$ cat src/rtl/poly_intp_pkg.sv
// Shared types, sizing helpers and output rounding for the polyphase interpolator.
package poly_intp_pkg;

  typedef enum logic [1:0] {
    ST_IDLE = 2'd0,
    ST_MAC  = 2'd1,
    ST_RND  = 2'd2,
    ST_OUT  = 2'd3
  } state_e;

  // Coefficient bank depth for a given taps-per-phase and maximum rate.
  function automatic int unsigned ncoef_f(input int unsigned tpp, input int unsigned max_rate);
    return tpp * max_rate;
  endfunction

  // Accumulator width wide enough that TPP full-scale products never overflow.
  function automatic int unsigned acc_w_f(input int unsigned width, input int unsigned coef_w,
                                          input int unsigned tpp);
    return width + coef_w + $clog2(tpp) + 1;
  endfunction

  localparam int unsigned NCOEF = ncoef_f(4, 8);
  localparam int unsigned ACC_W = acc_w_f(16, 16, 4);

  // Round half up, arithmetic shift, then clamp to a signed width-bit range.
  function automatic logic signed [63:0] round_sat(input logic signed [63:0] acc,
                                                   input int unsigned shift,
                                                   input int unsigned width);
    logic signed [63:0] r;
    logic signed [63:0] hi;
    logic signed [63:0] lo;
    r = acc;
    if (shift > 0) r = r + (64'sd1 <<< (shift - 1));
    r  = r >>> shift;
    hi = (64'sd1 <<< (width - 1)) - 64'sd1;
    lo = -(64'sd1 <<< (width - 1));
    if (r > hi) r = hi;
    else if (r < lo) r = lo;
    return r;
  endfunction

endpackage

$ cat src/rtl/poly_intp_mc_lane.sv
// One channel: delay line, shared multiplier, accumulator and rounded output register.
module poly_mac_lane
  import poly_intp_pkg::*;
#(
  parameter int unsigned WIDTH  = 16,
  parameter int unsigned COEF_W = 16,
  parameter int unsigned TPP    = 4,
  parameter int unsigned SHIFT  = 15,
  parameter int unsigned ACC_W  = 35,
  parameter int unsigned JW     = 2
) (
  input  logic                     clk,
  input  logic                     rst,
  input  logic                     shift_en_i,
  input  logic                     clr_i,
  input  logic                     mac_en_i,
  input  logic                     rnd_en_i,
  input  logic [JW-1:0]            j_i,
  input  logic signed [WIDTH-1:0]  din_i,
  input  logic signed [COEF_W-1:0] coef_i,
  output logic signed [WIDTH-1:0]  dout_o
);

  localparam int unsigned PW = WIDTH + COEF_W;

  logic signed [WIDTH-1:0] sr_q [TPP];
  logic signed [ACC_W-1:0] acc_q;
  logic signed [WIDTH-1:0] dout_q;
  logic signed [PW-1:0]    prod_c;

  assign prod_c = PW'(sr_q[j_i]) * PW'(coef_i);
  assign dout_o = dout_q;

  // Delay line: newest sample enters at tap 0, oldest falls off the end.
  always_ff @(posedge clk) begin
    if (rst) begin
      for (int i = 0; i < TPP; i++) sr_q[i] <= '0;
    end else if (shift_en_i) begin
      sr_q[0] <= din_i;
      for (int i = 1; i < TPP; i++) sr_q[i] <= sr_q[i-1];
    end
  end

  // Multiply-accumulate, cleared at the start of every phase.
  always_ff @(posedge clk) begin
    if (rst || clr_i) acc_q <= '0;
    else if (mac_en_i) acc_q <= acc_q + ACC_W'(prod_c);
  end

  // Rounded and saturated result, held until the next phase completes.
  always_ff @(posedge clk) begin
    if (rst) dout_q <= '0;
    else if (rnd_en_i) dout_q <= WIDTH'(round_sat(64'(acc_q), SHIFT, WIDTH));
  end

endmodule

$ cat src/rtl/poly_intp_mc.sv
// Multi-channel polyphase interpolator: shared control FSM, coefficient bank, handshakes.
module poly_intp_mc
  import poly_intp_pkg::*;
#(
  parameter int unsigned WIDTH    = 16,
  parameter int unsigned COEF_W   = 16,
  parameter int unsigned CH       = 2,
  parameter int unsigned MAX_RATE = 8,
  parameter int unsigned TPP      = 4,
  parameter int unsigned SHIFT    = 15
) (
  input  logic                                  clk,
  input  logic                                  rst,
  input  logic                                  in_valid,
  output logic                                  in_ready,
  input  logic [CH*WIDTH-1:0]                   in_data,
  output logic                                  out_valid,
  input  logic                                  out_ready,
  output logic [CH*WIDTH-1:0]                   out_data,
  output logic [$clog2(MAX_RATE)-1:0]           out_phase,
  input  logic [$clog2(MAX_RATE):0]             cfg_rate,
  input  logic                                  coef_we,
  input  logic [$clog2(TPP*MAX_RATE)-1:0]       coef_addr,
  input  logic [COEF_W-1:0]                     coef_data,
  output logic                                  busy
);

  localparam int unsigned PHW    = $clog2(MAX_RATE);
  localparam int unsigned NC     = ncoef_f(TPP, MAX_RATE);
  localparam int unsigned AW     = $clog2(NC);
  localparam int unsigned ACC_WL = acc_w_f(WIDTH, COEF_W, TPP);
  localparam int unsigned JW     = (TPP > 1) ? $clog2(TPP) : 1;

  state_e            state_q, state_d;
  logic [PHW:0]      rate_q, rate_d;
  logic [PHW-1:0]    p_q, p_d;
  logic [JW-1:0]     j_q, j_d;
  logic              out_valid_q, out_valid_d;
  logic [PHW-1:0]    out_phase_q, out_phase_d;
  logic              busy_q;
  logic              in_rdy_q;
  logic [COEF_W-1:0] coef_q [NC];
  logic [COEF_W-1:0] coef_sel_c;
  logic              shift_en_c, clr_c, mac_en_c, rnd_en_c;

  assign in_ready   = in_rdy_q & ~rst;
  assign out_valid  = out_valid_q;
  assign out_phase  = out_phase_q;
  assign busy       = busy_q;
  assign coef_sel_c = coef_q[AW'(32'(j_q) * 32'(rate_q) + 32'(p_q))];

  // Next-state, counter updates and lane control strobes.
  always_comb begin
    state_d     = state_q;
    rate_d      = rate_q;
    p_d         = p_q;
    j_d         = j_q;
    out_valid_d = out_valid_q;
    out_phase_d = out_phase_q;
    shift_en_c  = 1'b0;
    clr_c       = 1'b0;
    mac_en_c    = 1'b0;
    rnd_en_c    = 1'b0;
    case (state_q)
      ST_IDLE: begin
        if (in_valid && in_ready) begin
          shift_en_c = 1'b1;
          clr_c      = 1'b1;
          if (cfg_rate == '0) rate_d = (PHW+1)'(1);
          else if (32'(cfg_rate) > MAX_RATE) rate_d = (PHW+1)'(MAX_RATE);
          else rate_d = cfg_rate;
          p_d     = '0;
          j_d     = '0;
          state_d = ST_MAC;
        end
      end
      ST_MAC: begin
        mac_en_c = 1'b1;
        if (j_q == JW'(TPP - 1)) state_d = ST_RND;
        else j_d = j_q + JW'(1);
      end
      ST_RND: begin
        rnd_en_c    = 1'b1;
        out_phase_d = p_q;
        out_valid_d = 1'b1;
        state_d     = ST_OUT;
      end
      ST_OUT: begin
        if (out_ready) begin
          out_valid_d = 1'b0;
          if ((32'(p_q) + 32'd1) < 32'(rate_q)) begin
            p_d     = p_q + PHW'(1);
            j_d     = '0;
            clr_c   = 1'b1;
            state_d = ST_MAC;
          end else begin
            state_d = ST_IDLE;
          end
        end
      end
      default: state_d = ST_IDLE;
    endcase
  end

  // Control state registers.
  always_ff @(posedge clk) begin
    if (rst) begin
      state_q     <= ST_IDLE;
      rate_q      <= (PHW+1)'(1);
      p_q         <= '0;
      j_q         <= '0;
      out_valid_q <= 1'b0;
      out_phase_q <= '0;
      busy_q      <= 1'b0;
      in_rdy_q    <= 1'b1;
    end else begin
      state_q     <= state_d;
      rate_q      <= rate_d;
      p_q         <= p_d;
      j_q         <= j_d;
      out_valid_q <= out_valid_d;
      out_phase_q <= out_phase_d;
      busy_q      <= (state_d != ST_IDLE);
      in_rdy_q    <= (state_d == ST_IDLE);
    end
  end

  // Coefficient bank: writable only while idle and in range.
  always_ff @(posedge clk) begin
    if (rst) begin
      for (int k = 0; k < NC; k++) coef_q[k] <= '0;
    end else if (coef_we && !busy_q && (32'(coef_addr) < NC)) begin
      coef_q[coef_addr] <= coef_data;
    end
  end

  // One arithmetic lane per channel, all sequenced by the shared FSM.
  for (genvar c = 0; c < CH; c++) begin : g_lane
    poly_mac_lane #(
      .WIDTH (WIDTH),
      .COEF_W(COEF_W),
      .TPP   (TPP),
      .SHIFT (SHIFT),
      .ACC_W (ACC_WL),
      .JW    (JW)
    ) u_lane (
      .clk       (clk),
      .rst       (rst),
      .shift_en_i(shift_en_c),
      .clr_i     (clr_c),
      .mac_en_i  (mac_en_c),
      .rnd_en_i  (rnd_en_c),
      .j_i       (j_q),
      .din_i     (in_data[c*WIDTH +: WIDTH]),
      .coef_i    (coef_sel_c),
      .dout_o    (out_data[c*WIDTH +: WIDTH])
    );
  end

endmodule

$ cat config.mk
export PLATFORM = sky130hd
export DESIGN_NAME = poly_intp_mc
export DESIGN_NICKNAME = d
export VERILOG_FILES = /design/src/rtl/poly_intp_pkg.sv /design/src/rtl/poly_intp_mc_lane.sv /design/src/rtl/poly_intp_mc.sv
export SDC_FILE = /design/constraint.sdc
export NUM_CORES = 2
export LEC_CHECK = 0
export CORE_ASPECT_RATIO = 0.75
export CORE_MARGIN = 3
export CORE_UTILIZATION = 40
export DETAILED_ROUTE_END_ITERATION = 16
export PLACE_DENSITY = 0.54
export SKIP_CTS_REPAIR_TIMING = 1
export SLEW_MARGIN = 20
export SYNTH_ARGS = -nofsm -noshare
export SYNTH_HDL_FRONTEND = slang
export SYNTH_SLANG_ARGS = --single-unit
$ cat constraint.sdc
create_clock -name clk -period 9.9 [get_ports clk]
set_input_delay 2.97 -clock clk [delete_from_list [all_inputs] [get_ports clk]]
set_output_delay 2.97 -clock clk [all_outputs]
set_load 0.02 [all_outputs]
== Yosys cells after proc, flatten, opt, wreduce, memory -nomap -nowiden ==
Memories as Yosys holds them, arrays and structs flattened. A register that Yosys moved wholly into a read port is not among the register bits.
Cells that the tools add are included.

* Register bits: 119
* Bits in writable memories: 640
* Bits of input ports: 62
* Output and inout port bits: 38
* Logic and storage cells: 122
* Memories: 3

* $add $sub $neg: 8
* $mul: 3
* $lt $le $gt $ge: 6
* Equality and inequality tests: 8
* Muxes and demuxes: 56
* Bitwise operators: 10
* Reductions and logical operators: 16

{| class="wikitable"
|+ Memories
! name !! depth !! width !! rd ports !! clocked after memory_dff !! write ports !! RTL line !! text
|-
| coef_q || 32 || 16 || 1 || 0 || 32 || poly_intp_mc.sv:42 || <nowiki>logic [COEF_W-1:0] coef_q [NC];</nowiki>
|-
| g_lane[0].u_lane.sr_q || 4 || 16 || 4 || 1 || 4 || poly_intp_mc_lane.sv:26 || <nowiki>logic signed [WIDTH-1:0] sr_q [TPP];</nowiki>
|-
| g_lane[1].u_lane.sr_q || 4 || 16 || 4 || 1 || 4 || poly_intp_mc_lane.sv:26 ||
|}

{| class="wikitable"
|+ Operators by type and width
! cell !! number
|-
| 64-bit 2-to-1 mux || 4
|-
| 16-bit 2-to-1 mux || 13
|-
| 49-bit by 16-bit greater-than comparator with 1-bit output (second input constant) || 2
|-
| 49-bit by 16-bit less-than comparator with 1-bit output (second input constant) || 2
|-
| 35-bit by 16-bit adder with 36-bit output (second input constant) || 2
|-
| 35-bit by 32-bit adder with 35-bit output || 2
|-
| 16-bit by 16-bit multiplier with 32-bit output || 2
|-
| 2-bit 2-to-1 mux || 11
|-
| 1-bit 2-to-1 mux || 17
|-
| 16-bit OR reduction || 1
|-
| 3-bit 2-to-1 mux || 3
|-
| 4-bit 2-to-1 mux || 2
|-
| 2-bit inequality test (second input constant) || 4
|-
| 1-bit bitwise OR || 8
|-
| 2-bit one-hot mux with 4 select lines || 1
|-
| 2-bit == test (second input constant) || 3
|-
| 2-bit one-hot mux with 3 select lines || 1
|-
| 3-bit one-hot mux with 2 select lines || 1
|-
| 2-bit nonzero test || 3
|-
| 5-bit by 3-bit adder with 5-bit output || 1
|-
| 2-bit by 4-bit multiplier with 5-bit output || 1
|-
| 5-bit 2-to-1 mux || 1
|-
| 5-bit AND reduction || 1
|-
| 3-bit by 1-bit adder with 4-bit output (second input constant) || 1
|-
| other kinds (16) || 20
|}

== Logic depth before layout (Yosys ltp) ==
* Depth in word-level cells: 9
* Mapped depth: 34
* Gate-level depth less buffers: 32

== Hierarchy ==
Synthesis repeated with hierarchy kept, for this count alone.

* Cell total of the unflattened synthesis: 4891
* Area total of the unflattened synthesis: 57445.1 µm²

{| class="wikitable"
|+ Modules (own cells, without submodules)
! module !! instances !! cells each !! area each (µm²) !! seq. area each (µm²)
|-
| poly_intp_mc || 1 || 1589 || 24593.6 || 15715.1
|-
| poly_mac_lane at g_lane[1].u_lane || 1 || 1680 || 16553.4 || 2942.8
|-
| poly_mac_lane at g_lane[0].u_lane || 1 || 1622 || 16298.1 || 2942.8
|}

== Worst setup path after synthesis ==
No wires, ideal clock.

* Kind: register -> register
* From: register j_q[0]
* To: register g_lane[1].u_lane.acc_q[34]
* Setup time: 118 ps
* Arrival time: 9072 ps
* Required time: 9782 ps
* Setup slack: 709 ps
* Cell stages (with the launch flop): 30
* Buffers on the path: 3
* Clock period less this slack: 9191 ps
* Cell sequence: dfxtp_1 nand2_1 fa_1 inv_1 ha_1 fa_1 clkbuf_1 clkbuf_1 mux4_2 mux2i_1 buf_2 nor2_1 fa_1 fa_1 fa_1 fa_1 fa_1 inv_1 fa_1 inv_1 ha_1 and3_1 and3_1 a221o_1 a21o_1 nor3_1 a21oi_1 a31oi_1 xnor2_1 o21ai_1

* Word-level cells in the longest chain between the ends: 5

{| class="wikitable"
|+ Ends and longest elaborated chain
! item !! RTL line !! text
|-
| from (decl) || poly_intp_mc.sv:37 || <nowiki>logic [JW-1:0] j_q, j_d;</nowiki>
|-
| from (signal assigned) || poly_intp_mc.sv:120 || <nowiki>j_q <= j_d;</nowiki>
|-
| 2-bit by 4-bit multiplier with 5-bit output || poly_intp_mc.sv:50 || <nowiki>assign coef_sel_c = coef_q[AW'(32'(j_q) * 32'(rate_q) + 32'(p_q))];</nowiki>
|-
| 5-bit by 3-bit adder with 5-bit output || poly_intp_mc.sv:50 ||
|-
| memory read 32 x 16 bit || n/a ||
|-
| 16-bit by 16-bit multiplier with 32-bit output || poly_intp_mc_lane.sv:31 || <nowiki>assign prod_c = PW'(sr_q[j_i]) * PW'(coef_i);</nowiki>
|-
| 35-bit by 32-bit adder with 35-bit output || poly_intp_mc_lane.sv:47 || <nowiki>else if (mac_en_i) acc_q <= acc_q + ACC_W'(prod_c);</nowiki>
|-
| to (signal assigned) || poly_intp_mc_lane.sv:47 ||
|-
| to (decl) || poly_intp_mc_lane.sv:27 || <nowiki>logic signed [ACC_W-1:0] acc_q;</nowiki>
|}

Every way passes these cells.
A chain may end at the register's enable or synchronous reset.

== Worst setup path in the final report ==
* From: register j_q[0]
* To: register g_lane[0].u_lane.acc_q[32]

* Word-level cells in the longest chain between the ends: 5

{| class="wikitable"
|+ Ends and longest elaborated chain
! item !! RTL line
|-
| 2-bit by 4-bit multiplier with 5-bit output || poly_intp_mc.sv:50
|-
| 5-bit by 3-bit adder with 5-bit output || poly_intp_mc.sv:50
|-
| memory read 32 x 16 bit || n/a
|-
| 16-bit by 16-bit multiplier with 32-bit output || poly_intp_mc_lane.sv:31
|-
| 35-bit by 32-bit adder with 35-bit output || poly_intp_mc_lane.sv:47
|-
| to (signal assigned) || poly_intp_mc_lane.sv:47
|-
| to (decl) || poly_intp_mc_lane.sv:27
|}

Every way passes these cells.

==> flow_metrics.tcl <==
set metrics [dict create \
    remaining_drc_errors 0 \
    cts_buffers 85 \
    rrSetupSlack_ps 350 \
    synth_top_area_share_pct 33.3 \
    status "complete, no violations" \
    clk_pin_slew_ps 60 \
    ys_top_cells_by_area "edfxtp_1, fa_1, mux4_2" \
    grt_max_degree 115 \
    h-tree-depth 3 \
    yosysSeqAreaShare_pct 37.5 \
    synth_area_um2 57700 \
    cts_tree "built" \
    wl_per_cell_um 22.7 \
    insertion_delay_ps 710 \
    dp_hpwl_um 116000 \
    first_iter_violations 3362 \
    maxSlewViolCount 0 \
    grt_pass1_vias 37180 \
    r2r_end "g_lane[0].u_lane.acc_q[32]" \
    antenna_found_initial 10 \
    syn_inst 4939 \
    finalSetupViolations 0 \
    endpoint_kind "flip-flop" \
    std_cell_rows 120 \
    hold_depth 2 \
    dieArea_um2 149000 \
    yosysWarnings 0 \
    synth_edf_count 640 \
    worst_pin_slew_ps 1130 \
    grt_overflow 0 \
    fmax_mhz 105 \
    min-delay-start "g_lane[1].u_lane.dout_o[12]" \
    synth_top_cell_by_area "edfxtp_1" \
    cp_common_cell "fa_1" \
    tns_ps 0 \
    grt_usage_pct 21.8 \
    cpPeakStageDelay_ps 570 \
    path_class "flip-flop to flip-flop" \
    die_y_um 335 \
    finalCriticalPeriod_ps 9550 \
    cts_root_buf "clkbuf_16" \
    ys_types 76 \
    rr_worst_depth 30 \
    first_pass_iters 5 \
    core_area_um2 143000 \
    min_to "g_lane[1].u_lane.dout_o[12]" \
    ys_ff_latch 761 \
    viasPerCell 5.24 \
    crit_arrival_ps 10140 \
    vias 36605 \
    maxCapViolations 0 \
    final_util_pct 45.1 \
    hold_path_class "flip-flop to flip-flop" \
    nNetsFinal 5928 \
    portBuffers 99 \
    synth_flop_cell "edfxtp_1" \
    avgSynthCellArea_um2 11.7 \
    syn_to_final_growth_pct 11.7 \
    r2r-start "j_q[0]" \
    finalWirelength_um 159000 \
    finalCritPeriodShare_pct 96.5 \
    io_pins 100 \
    start_util_pct 40.4 \
    skew_ps 42.5 \
    antenna_left 0 \
    clk_path_buf_depth 3 \
    gp_congestion 0.873 \
    maxSlewHeadroom_pct 24.3 \
    cts_num_sinks 761 \
    startpoint_type "flip-flop" \
    drive_gt1_share_pct 11.6 \
    crit_required_ps 10490 \
    hold_viol_final 0 \
    die_w_um 445 \
    cp_slowest_cell "fa_1" \
    rsz0062_at_grt "no" \
    crit_fanout 17 \
    synth_nets 5849 \
    async_reset_ff_share_pct 0 \
    grt_first_pass_wirelength_um 243000 \
]
[state kept, by name, indices dropped and copies added (netlist names), named ones only]
signal                flops
coef_q                  512
g_lane.u_lane.sr_q      128
g_lane.u_lane.acc_q      70
g_lane.u_lane.dout_o     32
rate_q                    4
out_phase                 3
p_q                       3
j_q                       2
state_q                   2
busy                      1
in_rdy_q                  1
out_valid                 1
[logic make-up (layout without fill, tap and decap cells)]
kind of cell	count (synthesis)	after routing	share of synthesized area, %
XOR/XNOR	96	96	1.47
flip-flops	761	761	37.5
multiplexers	270	270	8.48
AND/OR/NAND/NOR	1654	1654	15.7
buffers and inverters	996	1144	6.62
other	0	3	0
AO/OA/AOI/OAI	314	314	3.69
adder cells (fa/ha/maj)	848	848	26.5
[worst max-delay path: cells and delay by family, from the launching register on]
| kind | cells | cell delay, ps |
|---|---|---|
| XOR/XNOR | 1 | 340 |
| multiplexers | 2 | 580 |
| flip-flops | 1 | 420 |
| buffers and inverters | 5 | 1140 |
| AND/OR/NAND/NOR | 6 | 1040 |
| AO/OA/AOI/OAI | 7 | 1730 |
| adder cells (fa/ha/maj) | 9 | 4130 |
[synth_stat cells, types with 106 or more instances]
cell,instances
nand2b_1,211
nor2_1,394
nand2_1,106
and2_1,527
fa_1,625
ha_1,223
and3_1,146
inv_1,717
edfxtp_1,640
mux4_2,170
clkbuf_1,209
dfxtp_1,121
[final cells by class]
| type | count | area [um2] |
|---|---|---|
| Antenna cell | 3 | 7.51 |
| Clock buffer | 112 | 2280 |
| Clock inverter | 44 | 437 |
| Fill cell | 13137 | 78500 |
| Inverter | 721 | 2710 |
| Multi-Input combinational cell | 3182 | 32500 |
| Sequential cell | 761 | 21600 |
| Tap cell | 1891 | 2370 |
| Timing Repair Buffer | 267 | 2460 |
[how the worst max path moves through the flow]
stage                      start                         end  slack [ps]  depth (start not counted)
final                     j_q[0]  g_lane[0].u_lane.acc_q[32]         350                         30
after global routing      j_q[0]  g_lane[0].u_lane.acc_q[24]          20                         30
after CTS                 j_q[0]  g_lane[1].u_lane.acc_q[29]         130                         33
after detailed placement  j_q[0]  g_lane[1].u_lane.acc_q[29]         140                         33
after global placement    j_q[0]  g_lane[1].u_lane.acc_q[29]         300                         31
after floorplan           j_q[0]  g_lane[1].u_lane.acc_q[34]         710                         29
[cells in the final DEF (no fill, tap or decap), types with 39 or more instances in the layout]
cell type,count
nor2_1,393
dfxtp_1,119
ha_1,218
and3_1,146
inv_1,716
or2_2,56
mux2i_1,61
clkdlybuf4s50_1,94
fa_1,622
xnor2_1,62
edfxtp_1,640
and2_1,526
buf_4,150
mux4_2,170
nand2_1,106
nor2b_1,77
o21ai_0,39
clkbuf_16,86
a21oi_1,72
nand2b_1,210
[per-stage QoR]
step | hold WS (ps) | std cells | cell area (um2) | setup WS, ps
floorplan | 449 | 4939 | 57700 | 709
global route | 505 | 6978 | 64400 | 23.5
detailed placement | 468 | 6818 | 61600 | 137
CTS | 480 | 6974 | 64300 | 128
global placement | 466 | 6818 | 61600 | 300
finish | 477 | 6981 | 64400 | 351
[metal layers]
layer / vias up / GRT usage (%) / share of wire [%]
met5: - / 0 / 0
met4: 0 / 4.22 / 1.8
met3: 155 / 6.12 / 8.8
met2: 1079 / 28.7 / 40
met1: 18978 / 35.1 / 50
li1: 16393 / - / -
Power is not shown: default switching activity piles up to over one toggle a cycle in this logic, so the estimate is an artifact.
